<file path="src/rtl/libhdl_stream_pkg.sv">
// Shared helpers for the libhdl stream width converters: lane index width
// and lane placement within a packed beat.
package libhdl_stream_pkg;

  function automatic int unsigned clog2(input int unsigned v);
    int unsigned r;
    r = 0;
    for (int unsigned i = 0; i < 32; i++)
      if ((64'd1 << i) < 64'(v)) r = i + 1;
    return r;
  endfunction

  function automatic int unsigned lane_w(input int unsigned ratio);
    return (clog2(ratio) < 1) ? 1 : clog2(ratio);
  endfunction

  // Arrival order k maps to lane k, or mirrored when the first word goes on top.
  function automatic int unsigned lane_pos(input int unsigned k,
                                           input int unsigned ratio,
                                           input bit msb_first);
    return msb_first ? (ratio - 1 - k) : k;
  endfunction

endpackage

</file>
<file path="src/rtl/libhdl_stream_packer.sv">
// Packs RATIO narrow valid/ready words into one wide output beat.
// Optional early-close support (i_wlast/o_rlast/o_rkeep): LIBHDL_STREAM_PACKER_LAST_EN.
module libhdl_stream_packer
  import libhdl_stream_pkg::*;
#(
  parameter int unsigned DATA_LEN  = 32,
  parameter int unsigned RATIO     = 4,
  parameter bit          MSB_FIRST = 1'b0
) (
  input  logic                         i_clk,
  input  logic                         i_rst,
  output logic                         o_wrdy,
  input  logic                         i_wvld,
  input  logic [DATA_LEN-1:0]          i_wdat,
`ifdef LIBHDL_STREAM_PACKER_LAST_EN
  input  logic                         i_wlast,
  output logic                         o_rlast,
  output logic [RATIO-1:0]             o_rkeep,
`endif
  input  logic                         i_rrdy,
  output logic                         o_rvld,
  output logic [DATA_LEN*RATIO-1:0]    o_rdat,
  output logic [lane_w(RATIO)-1:0]     o_lane
);

  localparam int unsigned       LANE_W    = lane_w(RATIO);
  localparam logic [LANE_W-1:0] LAST_LANE = LANE_W'(RATIO - 1);

  logic [DATA_LEN-1:0]       acc [RATIO-1];
  logic [DATA_LEN*RATIO-1:0] beat;
  logic                      close_beat;
  logic                      in_xfer;
  logic                      out_xfer;

`ifdef LIBHDL_STREAM_PACKER_LAST_EN
  logic [RATIO-1:0] keep;
  assign close_beat = (o_lane == LAST_LANE) || i_wlast;
`else
  assign close_beat = (o_lane == LAST_LANE);
`endif

  assign o_wrdy   = !i_rst && (!close_beat || !o_rvld || i_rrdy);
  assign in_xfer  = i_wvld && o_wrdy;
  assign out_xfer = o_rvld && i_rrdy;

  // Accumulator is kept in arrival order and cleared after every beat, so
  // lanes not yet filled contribute zeros to an early-closed beat.
  always_comb begin
    beat = '0;
    for (int unsigned k = 0; k < RATIO - 1; k++)
      beat[lane_pos(k, RATIO, MSB_FIRST)*DATA_LEN +: DATA_LEN] = acc[k];
    for (int unsigned k = 0; k < RATIO; k++)
      if (o_lane == LANE_W'(k))
        beat[lane_pos(k, RATIO, MSB_FIRST)*DATA_LEN +: DATA_LEN] = i_wdat;
  end

`ifdef LIBHDL_STREAM_PACKER_LAST_EN
  always_comb begin
    keep = '0;
    for (int unsigned k = 0; k < RATIO; k++)
      if (LANE_W'(k) <= o_lane) keep[lane_pos(k, RATIO, MSB_FIRST)] = 1'b1;
  end
`endif

  always_ff @(posedge i_clk) begin
    if (i_rst) begin
      o_rvld <= 1'b0;
      o_rdat <= '0;
      o_lane <= '0;
      for (int unsigned k = 0; k < RATIO - 1; k++) acc[k] <= '0;
`ifdef LIBHDL_STREAM_PACKER_LAST_EN
      o_rlast <= 1'b0;
      o_rkeep <= '0;
`endif
    end else if (in_xfer && close_beat) begin
      o_rdat <= beat;
      o_rvld <= 1'b1;
      o_lane <= '0;
      for (int unsigned k = 0; k < RATIO - 1; k++) acc[k] <= '0;
`ifdef LIBHDL_STREAM_PACKER_LAST_EN
      o_rlast <= i_wlast;
      o_rkeep <= keep;
`endif
    end else begin
      if (out_xfer) o_rvld <= 1'b0;
      if (in_xfer) begin
        for (int unsigned k = 0; k < RATIO - 1; k++)
          if (o_lane == LANE_W'(k)) acc[k] <= i_wdat;
        o_lane <= o_lane + LANE_W'(1);
      end
    end
  end

endmodule

</file>
<file path="config.mk">
export PLATFORM = sky130hd
export DESIGN_NAME = libhdl_stream_packer
export DESIGN_NICKNAME = d
export VERILOG_FILES = /design/src/rtl/libhdl_stream_pkg.sv /design/src/rtl/libhdl_stream_packer.sv
export SDC_FILE = /design/constraint.sdc
export NUM_CORES = 1
export LEC_CHECK = 0
export BUFFER_PORTS_ARGS = -buffer_cell sky130_fd_sc_hd__buf_2
export CAP_MARGIN = 20
export CORE_UTILIZATION = 45
export CTS_BUF_LIST = sky130_fd_sc_hd__clkbuf_4 sky130_fd_sc_hd__clkbuf_8
export CTS_CLUSTER_DIAMETER = 150
export DETAILED_ROUTE_END_ITERATION = 12
export PLACE_DENSITY_LB_ADDON = 0.3
export SYNTH_ARGS = -nofsm -noshare
export SYNTH_HDL_FRONTEND = slang
export SYNTH_SLANG_ARGS = --single-unit
</file>
<file path="constraint.sdc">
create_clock -name i_clk -period 3.84 [get_ports i_clk]
set_input_delay 0 -clock i_clk [delete_from_list [all_inputs] [get_ports i_clk]]
set_output_delay 0 -clock i_clk [all_outputs]
set_load 0.01 [all_outputs]
</file>
======== Word-level counts from Yosys, hierarchy flattened ========
Memory sizes are Yosys's and may differ from the RTL's. A register that Yosys moved wholly into a read port is not among the register bits.
Cells that the tools add are included.
word-level totals
  bits in registers ....................... 131
  bits in writable memories ............... 96
  logic and storage cells ................. 58
  memories ................................ 1
cells by class
  $add $sub $neg .......................... 1
  eq/ne operators ......................... 3
  muxes and demuxes ....................... 32
  bitwise operators ....................... 6
  reductions and logical operators ........ 12
memory list
  name  depth  width  read ports  clocked after memory_dff  wr ports  line                        source
  acc   3      32     3           3                         3         libhdl_stream_packer.sv:29  logic [DATA_LEN-1:0] acc [RATIO-1];
operators with widths
  kind                                                                    count
  32-bit two-way mux                                                      10
  1-bit two-way mux                                                       22
  1-bit bitwise OR                                                        6
  2-bit equality test (second input constant)                             2
  1-bit logical AND                                                       4
  1-bit zero test                                                         3
  2-bit by 1-bit adder with 2-bit output (second input constant)          1
  2-bit by 1-bit equality test with 1-bit output (second input constant)  1
  2-bit zero test                                                         1
  1-bit logical OR                                                        2
  2-bit nonzero test                                                      1
  2-bit OR reduction                                                      1

======== Longest topological paths before layout ========
Gate-level depths: netlist of the first run.
  depth after elaboration ................. 12
  mapped depth ............................ 6
  gate-level depth less buffers ........... 5

======== Least setup slack after synthesis of the first run ========
Ideal clock, no wire load.
  kind .................................... reg2reg
  start point ............................. register o_lane[0]
  end point ............................... memory acc[2][0], in the netlist acc[0][64], enable pin
  setup time .............................. 428 ps
  data arrival time ....................... 2434 ps
  required time ........................... 3412 ps
  path slack .............................. 978 ps
  cell stages (with the launch flop) ...... 5
  buffers on the path ..................... 0
  clock period less this slack ............ 2862 ps
  path through ............................ dfxtp_1 > ha_1 > nand3b_1 > nand2_1 > o21bai_1
RTL lines
  what                      line                        source
  start: declaration        libhdl_stream_packer.sv:23  output logic [lane_w(RATIO)-1:0] o_lane
  start signal: assignment  libhdl_stream_packer.sv:89  o_lane <= o_lane + LANE_W'(1);
  end: declaration          libhdl_stream_packer.sv:29

==> out/metrics.csv, run 1 <==
stage,metric,value,unit
outcome,status,"complete, no violations",
drt,ant_nets,0,
logic_synthesis,syn-cell-area,9176,um^2
setup_path,startpoint_type,flip-flop,
logic_synthesis,synth_cell_types,26,
die,core,19720,um^2
timing,max_freq,431.8,MHz
logic_synthesis,yosysSeqAreaShare,59.99,%
global_route,antenna_found_initial,0,
pwr,power.density,457.0,nW/um^2
global_route,grt_first_pass_wirelength,27.95,mm
setup_path,rrSetupSlack,1.52,ns
placement,dpl.hpwl,10.48,mm
logic_synthesis,synth_edf_count,96,
clock_network,cts.sinks,227,
setup_path,crit_type,reg2reg,
setup_path,r2r_start,o_lane[0],
cells_and_area,register_area,5505,um^2
clock_network,clockRootBuffer,clkbuf_8,
clock_network,h-tree-depth,2,
timing,slew_headroom,31.06,%
clock_network,cts_tree,yes,
setup_path,path_delay_family,compound AO/OA/AOI/OAI gates,
cells_and_area,final_cells,1214,
cells_and_area,final_common_cell,nand2b_1,
min_path,min_path_type,in2reg,
setup_path,cpPeakStageDelay,0.88,ns
logic_synthesis,ys_async_sr_fraction,0,%
die,rows,51,
min_path,min_path_cells,4,
timing,slew_violations,0,
setup_path,end_kind,flip-flop,
logic_synthesis,synth-seq-cells,227,
setup_path,crit_arrival,2.43,ns
cells_and_area,drive_above_1_share,25.92,%
die,die_x,144.8,um
pwr,ir_drop,0.3796,mV
cells_and_area,final_cell_mix,"nand2b_1 (257), buf_2 (166), dfxtp_1 (131)",
pwr,power.total,5135,uW
logic_synthesis,yosys_warnings,0,
global_route,grt_pass1_vias,5397,
logic_synthesis,synthesis.nets,756,
pwr,p_leak,0.004420,uW
die,die_area,20970,um^2
drt,wirelength,17.76,mm
clock_network,clkTransAtPathRegs,0.06,ns
timing,setup_viol,0,
placement,preCtsSetupSlack,1.458,ns
clock_network,clock_path_buffers,3,
timing,setup_slack,1.524,ns
setup_path,crit_required,3.96,ns
global_route,overflow,0,
timing,rsz0062_at_grt,false,
placement,place_inst,1106,
cells_and_area,multi_input_area,3311,um^2
drt,drt_iter0_drc,257,
global_route,grt_max_degree,197,
die,fp.dieH,144.8,um
drt,dr.pass1.iters,4,
min_path,hp-start,i_wdat[4],
drt,wire_per_inst,14.63,um
setup_path,critical_path_buf_inv_count,0,
die,start_util,46.54,%
logic_synthesis,synthFlopType,dfxtp_1,
timing,fin_crit,2.316,ns
die,pin_count,168,
cells_and_area,diodes,0,
timing,hold_viol,0,
setup_path,critPathMaxFanout,32,
setup_path,regToRegEndpoint,acc[0][10],
drt,vias,5523,
logic_synthesis,syn_avg_cell_area,12.82,um^2
cells_and_area,fill_cells,1677,
clock_network,cts_resized,0,
drt,drc,0,
timing,fin_crit_sh,60.30,%
clock_network,cts_buffers,39,
timing,skew,0.01529,ns
min_path,worstHoldEndpoint,o_rdat[100],
global_route,gr-usage-all-layers,17.31,%
drt,viasPerCell,4.549,
timing,finalSetupTns,0,ns
placement,io_buffers,167,
setup_path,rr_worst_depth,4,
cells_and_area,areaGrowthSynthToFinish,22.43,%
setup_path,path_cells,"ha_1, nand3b_1, nand2_1, o21bai_4",
setup_path,critPathSlowestCell,o21bai_4,
clock_network,clock_latency,0.52,ns
timing,worst_pin_slew,1.031,ns
logic_synthesis,netlist_instances,716,
cells_and_area,nNetsFinal,960,
flow_run,cap_viol_max_count,0,
placement,place_congestion,0.7079,
-- registers in the layout, indices dropped and copies added, names as in the netlist --
signal	count
o_rvld	1
acc	96
o_lane	2
o_rdat	128
-- layout make-up --
cell class | count | share of cell area [%]
Tap cell | 265 | 2.951
Multi-Input combinational cell | 441 | 29.47
Clock buffer | 60 | 6.348
Timing Repair Buffer | 209 | 11.52
Sequential cell | 227 | 49.00
Inverter | 2 | 0.06682
Clock inverter | 10 | 0.6460
-- synthesized netlist by cell type, drive strengths merged (2+ instances only) --
| library cell | count | area share [%] |
|---|---|---|
| nor2b | 3 | 0.31 |
| nor2 | 4 | 0.16 |
| o21bai | 3 | 0.25 |
| nand2 | 3 | 0.15 |
| mux2i | 128 | 14 |
| nand2b | 257 | 18 |
| edfxtp | 96 | 31 |
| inv | 2 | 0.082 |
| ha | 4 | 0.55 |
| dfxtp | 131 | 29 |
| clkbuf | 31 | 1.3 |
| and2 | 32 | 2.2 |
| a21oi | 2 | 0.11 |
| buf | 15 | 2.9 |
-- cell families after synthesis --
logic type / Yosys count / synth area share [%]
flip-flops: 227 / 59.99
multiplexers: 128 / 13.96
adder cells (fa/ha/maj): 4 / 0.5454
AND/OR/NAND/NOR: 302 / 20.67
buffers and inverters: 48 / 4.295
AO/OA/AOI/OAI: 7 / 0.5318
-- where the power goes --
part	internal, uW	switching, uW
combinational	143	156
clock	1250	927
sequential	2630	31.1
-- tightest hold or removal path, delay by kind of cell --
kind / cells / cell delay [ns]
buf+inv: 2 / 0.65
simple gates: 1 / 0.06
mux: 1 / 0.06
-- metrics by stage --
step	hold WS (ns)	utilization [%]	area [um^2]
CTS	0.2787	56.77	11190
finish	0.3102	56.98	11230
detailed placement	0.2771	50.96	10050
floorplan	0.1152	-	9176
global route	0.3099	56.98	11230
global placement	0.2802	50.96	10050
-- per-layer routing --
metal / GRT usage (%) / vias to the layer above / part of all wire, %
met2: 28.57 / 135 / 48
met3: 3.817 / 33 / 4.8
li1: - / 2790 / -
met4: 6.814 / 0 / 2.5
met5: 0 / - / 0
met1: 22.09 / 2565 / 45
-- worst max path at each step --
stage,endpoint,startpoint,slack (ns),depth (start not counted)
global route,acc[0][10],o_lane[0],1.33,4
CTS,acc[0][42],o_lane[0],1.45,4
global placement,acc[0][46],o_lane[0],1.51,4
detailed placement,acc[0][78],o_lane[0],1.46,4
finish,acc[0][10],o_lane[0],1.52,4
floorplan,acc[0][64],o_lane[0],0.98,4
-- what timing repair did --
item	4_1_cts	5_1_grt
setup endpoints to repair	0	0
hold buffers	36	0
hold endpoints to repair	131	0
setup buffers	0	0
(Power assumes the default switching activity.)
==> run 2: changes to the inputs <==
- ABC_AREA: not set -> 1
- clock period: 3.84 -> 2 ns (I/O delays scaled with it)
==> run 2 against run 1 <==
Against the previous run:
- cell count grew 22%
- power up 85%
- synthesized cell count up 41%
- worst setup slack worse by 1.4 ns
- critical path depth increased by 1
- clock power rose by 86%
- register-to-register slack got worse by 1.4 ns
- largest power group unchanged
- highest routed layer unchanged
==> out/metrics.csv, run 2 <==
stage,metric,value,unit,change
logic_synthesis,netlist_instances,1009,,was 716
cells_and_area,final_cell_mix,"nand2_1 (293), nor2_1 (257), buf_2 (167)",,"was nand2b_1 (257), buf_2 (166), dfxtp_1 (131)"
die,rows,50,,was 51
timing,setup_viol,0,,unchanged
timing,hold_viol,0,,unchanged
setup_path,path_delay_family,buffers and inverters,,was compound AO/OA/AOI/OAI gates
logic_synthesis,yosysMostFrequentCell,nand2_1,,was nand2b_1
setup_path,cpPeakStageDelay,0.55,ns,was 0.88 ns
logic_synthesis,syn_avg_cell_area,8.466,um^2,was 12.82 um^2
setup_path,crit_arrival,2.27,ns,was 2.43 ns
drt,viasPerCell,4.277,,was 4.549
setup_path,crit_path_start,o_lane[0],,unchanged
timing,fin_crit_sh,91.89,%,was 60.30%
drt,ant_nets,0,,unchanged
clock_network,clockRootBuffer,clkbuf_8,,unchanged
logic_synthesis,synth_common_cells,"nand2_1 (296), nor2_1 (257), inv_1 (166)",,"was nand2b_1 (257), dfxtp_1 (131), mux2i_1 (128)"
logic_synthesis,ys_async_sr_fraction,0,%,unchanged
logic_synthesis,yosysSeqAreaShare,64.45,%,was 59.99%
clock_network,cts_buffers,38,,was 39
global_route,antenna_found_initial,0,,unchanged
clock_network,h-tree-depth,2,,unchanged
cells_and_area,largest_register,o_rdat,,unchanged
die,die_x,139.8,um,was 144.8 um
logic_synthesis,yosys_warnings,0,,unchanged
placement,dpl.hpwl,10.63,mm,was 10.48 mm
logic_synthesis,syn-cell-area,8542,um^2,was 9176 um^2
die,fp.dieH,139.8,um,was 144.8 um
setup_path,critPathMaxFanout,15,,was 32
pwr,ir_drop,0.6099,mV,was 0.3796 mV
cells_and_area,largest_reg_flops,128,,unchanged
pwr,power.density,882.0,nW/um^2,was 457.0 nW/um^2
outcome,status,"complete, no violations",,unchanged
clock_network,cts.sinks,227,,unchanged
global_route,overflow,0,,unchanged
setup_path,crit_type,reg2reg,,unchanged
drt,dr.pass1.iters,4,,unchanged
drt,wirelength,17.67,mm,was 17.76 mm
placement,io_buffers,167,,unchanged
die,die_area,19540,um^2,was 20970 um^2
drt,drt_iter0_drc,248,,was 257
cells_and_area,nNetsFinal,1260,,was 960
cells_and_area,final_cells,1482,,was 1214
logic_synthesis,synth_edf_count,96,,unchanged
die,pin_count,168,,unchanged
setup_path,critical_path_buf_inv_count,2,,was 0
cells_and_area,final_common_cell,nand2_1,,was nand2b_1
min_path,hp-start,i_wdat[2],,was i_wdat[4]
timing,skew,0.01978,ns,was 0.01529 ns
setup_path,end_kind,flip-flop,,unchanged
timing,worst_pin_slew,0.6713,ns,was 1.031 ns
setup_path,r2r_start,o_lane[0],,unchanged
logic_synthesis,synth_top_area_share,33.75,%,was 31.42%
cells_and_area,diodes,0,,unchanged
drt,vias,6338,,was 5523
timing,slew_headroom,55.25,%,was 31.06%
clock_network,clock_path_buffers,3,,unchanged
global_route,grt_first_pass_wirelength,28.46,mm,was 27.95 mm
global_route,gr-usage-all-layers,18.18,%,was 17.31%
timing,fin_crit,1.838,ns,was 2.316 ns
clock_network,cts_resized,0,,unchanged
flow_run,cap_viol_max_count,0,,unchanged
logic_synthesis,synth-seq-cells,227,,unchanged
cells_and_area,drive_above_1_share,20.19,%,was 25.92%
placement,place_inst,1378,,was 1106
global_route,grt_pass1_vias,5914,,was 5397
die,start_util,45.82,%,was 46.54%
pwr,p_leak,0.005976,uW,was 0.004420 uW
clock_network,cts_setup_buffers,0,,unchanged
setup_path,critPathSlowestCell,dlygate4sd3_1,,was o21bai_4
logic_synthesis,yosysTopAreaCell,edfxtp_1,,unchanged
setup_path,crit_required,2.43,ns,was 3.96 ns
cells_and_area,top_regs,"o_rdat (128), acc (96), o_lane (2)",,unchanged
min_path,min_path_type,in2reg,,unchanged
logic_synthesis,synthesis.nets,1049,,was 756
global_route,grt_max_degree,125,,was 197
cells_and_area,areaGrowthSynthToFinish,26.23,%,was 22.43%
clock_network,cts_hold_buf,36,,unchanged
clock_network,cts_tree,yes,,unchanged
drt,drc,0,,unchanged
logic_synthesis,netlist_top_cells_area,"edfxtp_1 (34%), dfxtp_1 (31%), nand2_1 (13%), nor2_1 (11%), inv_1 (7.3%)",,"was edfxtp_1 (31%), dfxtp_1 (29%), nand2b_1 (18%), mux2i_1 (14%), buf_12 (2.4%)"
clock_network,clkTransAtPathRegs,0.06,ns,about the same
clock_network,clock_latency,0.51,ns,was 0.52 ns
timing,max_freq,544.1,MHz,was 431.8 MHz
logic_synthesis,synthFlopType,dfxtp_1,,unchanged
logic_synthesis,synth_cell_types,14,,was 26
die,core,18640,um^2,was 19720 um^2
timing,rsz0062_at_grt,false,,unchanged
timing,setup_slack,0.1622,ns,was 1.524 ns
setup_path,path_cells,"ha_1, nand4_4, buf_4, a21oi_1, dlygate4sd3_1",,"was ha_1, nand3b_1, nand2_1, o21bai_4"
setup_path,rrSetupSlack,0.16,ns,was 1.52 ns
timing,slew_violations,0,,unchanged
placement,preCtsSetupSlack,0.2030,ns,was 1.458 ns
setup_path,startpoint_type,flip-flop,,unchanged
placement,place_congestion,0.7801,,was 0.7079
drt,wire_per_inst,11.92,um,was 14.63 um
-- run 2: cell count changes after synthesis, sizes merged, moves of 3 or more --
cell	previous run	this run
mux2i	128	0
nand2	3	296
nand3	0	3
nand4	0	6
clkbuf	31	12
buf	15	34
o21bai	3	0
and2	32	0
nor2	4	257
inv	2	167
nand2b	257	0
nor2b	3	0
-- run 2: final timing paths --
path / endpoint / cells after the start
setup / recovery: o_rvld / 5
hold / removal: o_rdat[98] / 4
setup reg to reg: o_rvld / 5
hold reg to reg: o_rdat[85] / 2
-- run 2: kinds of logic after synthesis --
family,count (synthesis),share of synthesized area [%]
buffers and inverters,213,9.799
flip-flops,227,64.45
AND/OR/NAND/NOR,562,24.99
adder cells (fa/ha/maj),4,0.5859
AO/OA/AOI/OAI,3,0.1757
-- run 2: where the power goes --
| part | leakage (uW) | switching (uW) | internal [uW] |
|---|---|---|---|
| registers | 0.00205 | 48.7 | 5020 |
| clock network | 0.000408 | 1730 | 2330 |
| logic | 0.00352 | 244 | 140 |
-- run 2: layer usage --
layer | part of all wire (%) | GRT usage [%] | vias to the layer above
met5 | 0 | 0 | -
met4 | 1.8 | 7.056 | 0
met3 | 4.5 | 3.716 | 28
met2 | 45 | 28.68 | 143
met1 | 49 | 24.61 | 2772
li1 | - | - | 3395
-- run 2: final cells by class --
| type | instances | area [um^2] |
|---|---|---|
| clock buffer | 60 | 694.4 |
| clock inverter | 8 | 63.81 |
| fill | 1688 | 7860 |
| inverter | 167 | 629.4 |
| multi-input combinational | 569 | 2221 |
| sequential | 227 | 5505 |
| tap | 234 | 292.8 |
| timing repair buffer | 217 | 1376 |
-- run 2: per-stage QoR --
step	hold WS [ns]	power, uW	utilization, %	setup TNS (ns)	instance area (um^2)
after floorplan	0.04409	5322	-	-22.40	8542
after CTS	0.2365	9629	57.84	0	10780
after global placement	0.2340	5496	51.84	0	9664
final	0.2707	9510	57.84	0	10780
after detailed placement	0.2252	5502	51.84	0	9664
after global routing	0.2842	9867	57.84	0	10780
-- run 2: worst reg2reg max path: cells and delay by family (launching register included) --
kind,cells,cell delay [ns]
AOI/OAI and AO/OA,1,0.12
buffers and inverters,2,0.77
DFF,1,0.42
adders and majority gates,1,0.29
and+or+nand+nor,1,0.17
==> run 3: changes to the inputs <==
- RECOVER_POWER: not set -> 50
==> run 3 against run 2 <==
Against the previous run:
- critical path depth unchanged
- worst setup slack got worse by 0.0019 ns
- via count about the same
- sequential power about the same
- cell count unchanged
- global-route usage unchanged
- power about the same
- final area decreased by 1.5%
- routed wire length increased by 0.44%
- combinational power decreased by 1%
- register-to-register slack about the same
- flip-flop and latch count unchanged
==> out/metrics.csv, run 3 (same netlist as run 2, synthesis figures left out) <==
stage,metric,value,unit,change
outcome,status,"complete, no violations",,unchanged
global_route,overflow,0,,unchanged
cells_and_area,final_cells,1482,,unchanged
setup_path,critPathSlowestCell,dlygate4sd3_1,,unchanged
timing,max_freq,543.6,MHz,was 544.1 MHz
placement,place_inst,1378,,unchanged
placement,dpl.hpwl,10.63,mm,unchanged
clock_network,h-tree-depth,2,,unchanged
drt,wl_met1,8.639,mm,was 8.614 mm
clock_network,clkTransAtPathRegs,0.06,ns,about the same
placement,place_area,9664,um^2,unchanged
setup_path,cpPeakStageDelay,0.55,ns,about the same
cells_and_area,final_common_cell,nand2_1,,unchanged
cells_and_area,largest_register,o_rdat,,unchanged
cells_and_area,areaGrowthSynthToFinish,24.30,%,was 26.23%
setup_path,end_kind,flip-flop,,unchanged
timing,worst_pin_slew,0.6815,ns,was 0.6713 ns
cells_and_area,top_regs,"o_rdat (128), acc (96), o_lane (2)",,unchanged
drt,viasPerCell,4.273,,was 4.277
die,start_util,45.82,%,unchanged
clock_network,cts.sinks,227,,unchanged
timing,setup_slack,0.1604,ns,was 0.1622 ns
setup_path,path_delay_family,buffers and inverters,,unchanged
pwr,power.density,895.1,nW/um^2,was 882.0 nW/um^2
clock_network,clock_latency,0.51,ns,about the same
die,core,18640,um^2,unchanged
setup_path,path_cells,"ha_1, nand4_4, buf_4, a21oi_1, dlygate4sd3_1",,unchanged
setup_path,startpoint_type,flip-flop,,unchanged
drt,ant_nets,0,,unchanged
cells_and_area,drive_above_1_share,9.615,%,was 20.19%
drt,highest_layer,met4,,unchanged
min_path,min_path_type,in2reg,,unchanged
global_route,grt_pass1_vias,5914,,unchanged
die,pin_count,168,,unchanged
clock_network,cts_setup_buffers,0,,unchanged
die,die_x,139.8,um,unchanged
timing,hold_viol,0,,unchanged
setup_path,crit_type,reg2reg,,unchanged
cells_and_area,nNetsFinal,1260,,unchanged
timing,fin_crit,1.840,ns,was 1.838 ns
drt,wl_met2,7.973,mm,was 7.944 mm
drt,wire_per_inst,11.98,um,was 11.92 um
pwr,power.total,9503,uW,was 9510 uW
placement,place_congestion,0.7801,,unchanged
clock_network,cts_tree,yes,,unchanged
drt,route.met3.wl,823,um,was 795 um
clock_network,cts_hold_buf,36,,unchanged
global_route,grt_max_degree,125,,unchanged
clock_network,cts_resized,0,,unchanged
pwr,p_leak,0.005396,uW,was 0.005976 uW
timing,setup_viol,0,,unchanged
placement,preCtsSetupSlack,0.2030,ns,unchanged
drt,drc,0,,unchanged
die,die_area,19540,um^2,unchanged
cells_and_area,final_cell_mix,"nand2_1 (293), nor2_1 (257), inv_1 (166)",,"was nand2_1 (293), nor2_1 (257), buf_2 (167)"
global_route,antenna_found_initial,0,,unchanged
cells_and_area,largest_reg_flops,128,,unchanged
clock_network,cts_buffers,38,,unchanged
setup_path,crit_arrival,2.27,ns,about the same
drt,drt_iter0_drc,242,,was 248
cells_and_area,postLayoutCellArea,10620,um^2,was 10780 um^2
global_route,grt_first_pass_wirelength,28.46,mm,unchanged
clock_network,clock_path_buffers,3,,unchanged
timing,fin_crit_sh,91.98,%,was 91.89%
timing,rsz0062_at_grt,false,,unchanged
flow_run,cap_viol_max_count,0,,unchanged
pwr,ir_drop,0.6093,mV,was 0.6099 mV
die,rows,50,,unchanged
global_route,gr-usage-all-layers,18.18,%,unchanged
cells_and_area,diodes,0,,unchanged
timing,hold_slack,0.2679,ns,was 0.2707 ns
placement,io_buffers,167,,unchanged
timing,slew_headroom,54.57,%,was 55.25%
cells_and_area,fill_cells,1765,,was 1688
setup_path,critical_path_buf_inv_count,2,,unchanged
drt,dr.pass1.iters,4,,unchanged
timing,slew_violations,0,,unchanged
setup_path,crit_required,2.43,ns,about the same
setup_path,critPathMaxFanout,15,,unchanged
die,fp.dieH,139.8,um,unchanged
clock_network,clockRootBuffer,clkbuf_8,,unchanged
drt,vias,6332,,was 6338
timing,skew,0.02142,ns,was 0.01978 ns
drt,wirelength,17.75,mm,was 17.67 mm
-- run 3: path summary, 6_finish.rpt --
kind	slack (ns)	depth (start not counted)	from	end
worst min-delay path	0.27	4	i_wdat[2]	o_rdat[98]
worst max register to register	0.16	5	o_lane[0]	o_rvld
worst max-delay path	0.16	5	o_lane[0]	o_rvld
worst min register to register	0.47	2	acc[0][85]	o_rdat[85]
-- run 3: stage by stage --
stage               TNS, ns  util, %
finish                    0    56.95
global route              0    56.95
CTS                       0    57.84
detailed placement        0    51.84
global placement          0    51.84
floorplan            -22.40        -
-- run 3: where the power goes --
part | leakage (uW) | switching (uW) | internal, uW | total, uW
registers | 0.00205 | 49.2 | 5020 | 5070
logic | 0.00294 | 244 | 136 | 380
clock network | 0.000408 | 1720 | 2330 | 4050
-- run 3: layout make-up --
class | count | area (um^2) | area share, %
flip-flops and latches | 227 | 5505 | 51.85
multi-input cells | 569 | 2221 | 20.92
repair buffers | 217 | 1211 | 11.41
clock buffers | 60 | 694.4 | 6.540
inverters | 167 | 629.4 | 5.927
well taps | 234 | 292.8 | 2.757
clock inverters | 8 | 63.81 | 0.6010
-- run 3: worst register-to-register path, cell delays in order (launching register included) --
cell,delay [ns]
dfxtp_1,0.42
ha_1,0.29
nand4_4,0.17
buf_4,0.22
a21oi_1,0.12
dlygate4sd3_1,0.55
-- run 3: metal layers --
layer  GRT usage [%]  vias up
met5               0        -
met4           7.056        0
met3           3.716       27
met2           28.68      150
li1                -     3400
met1           24.61     2755
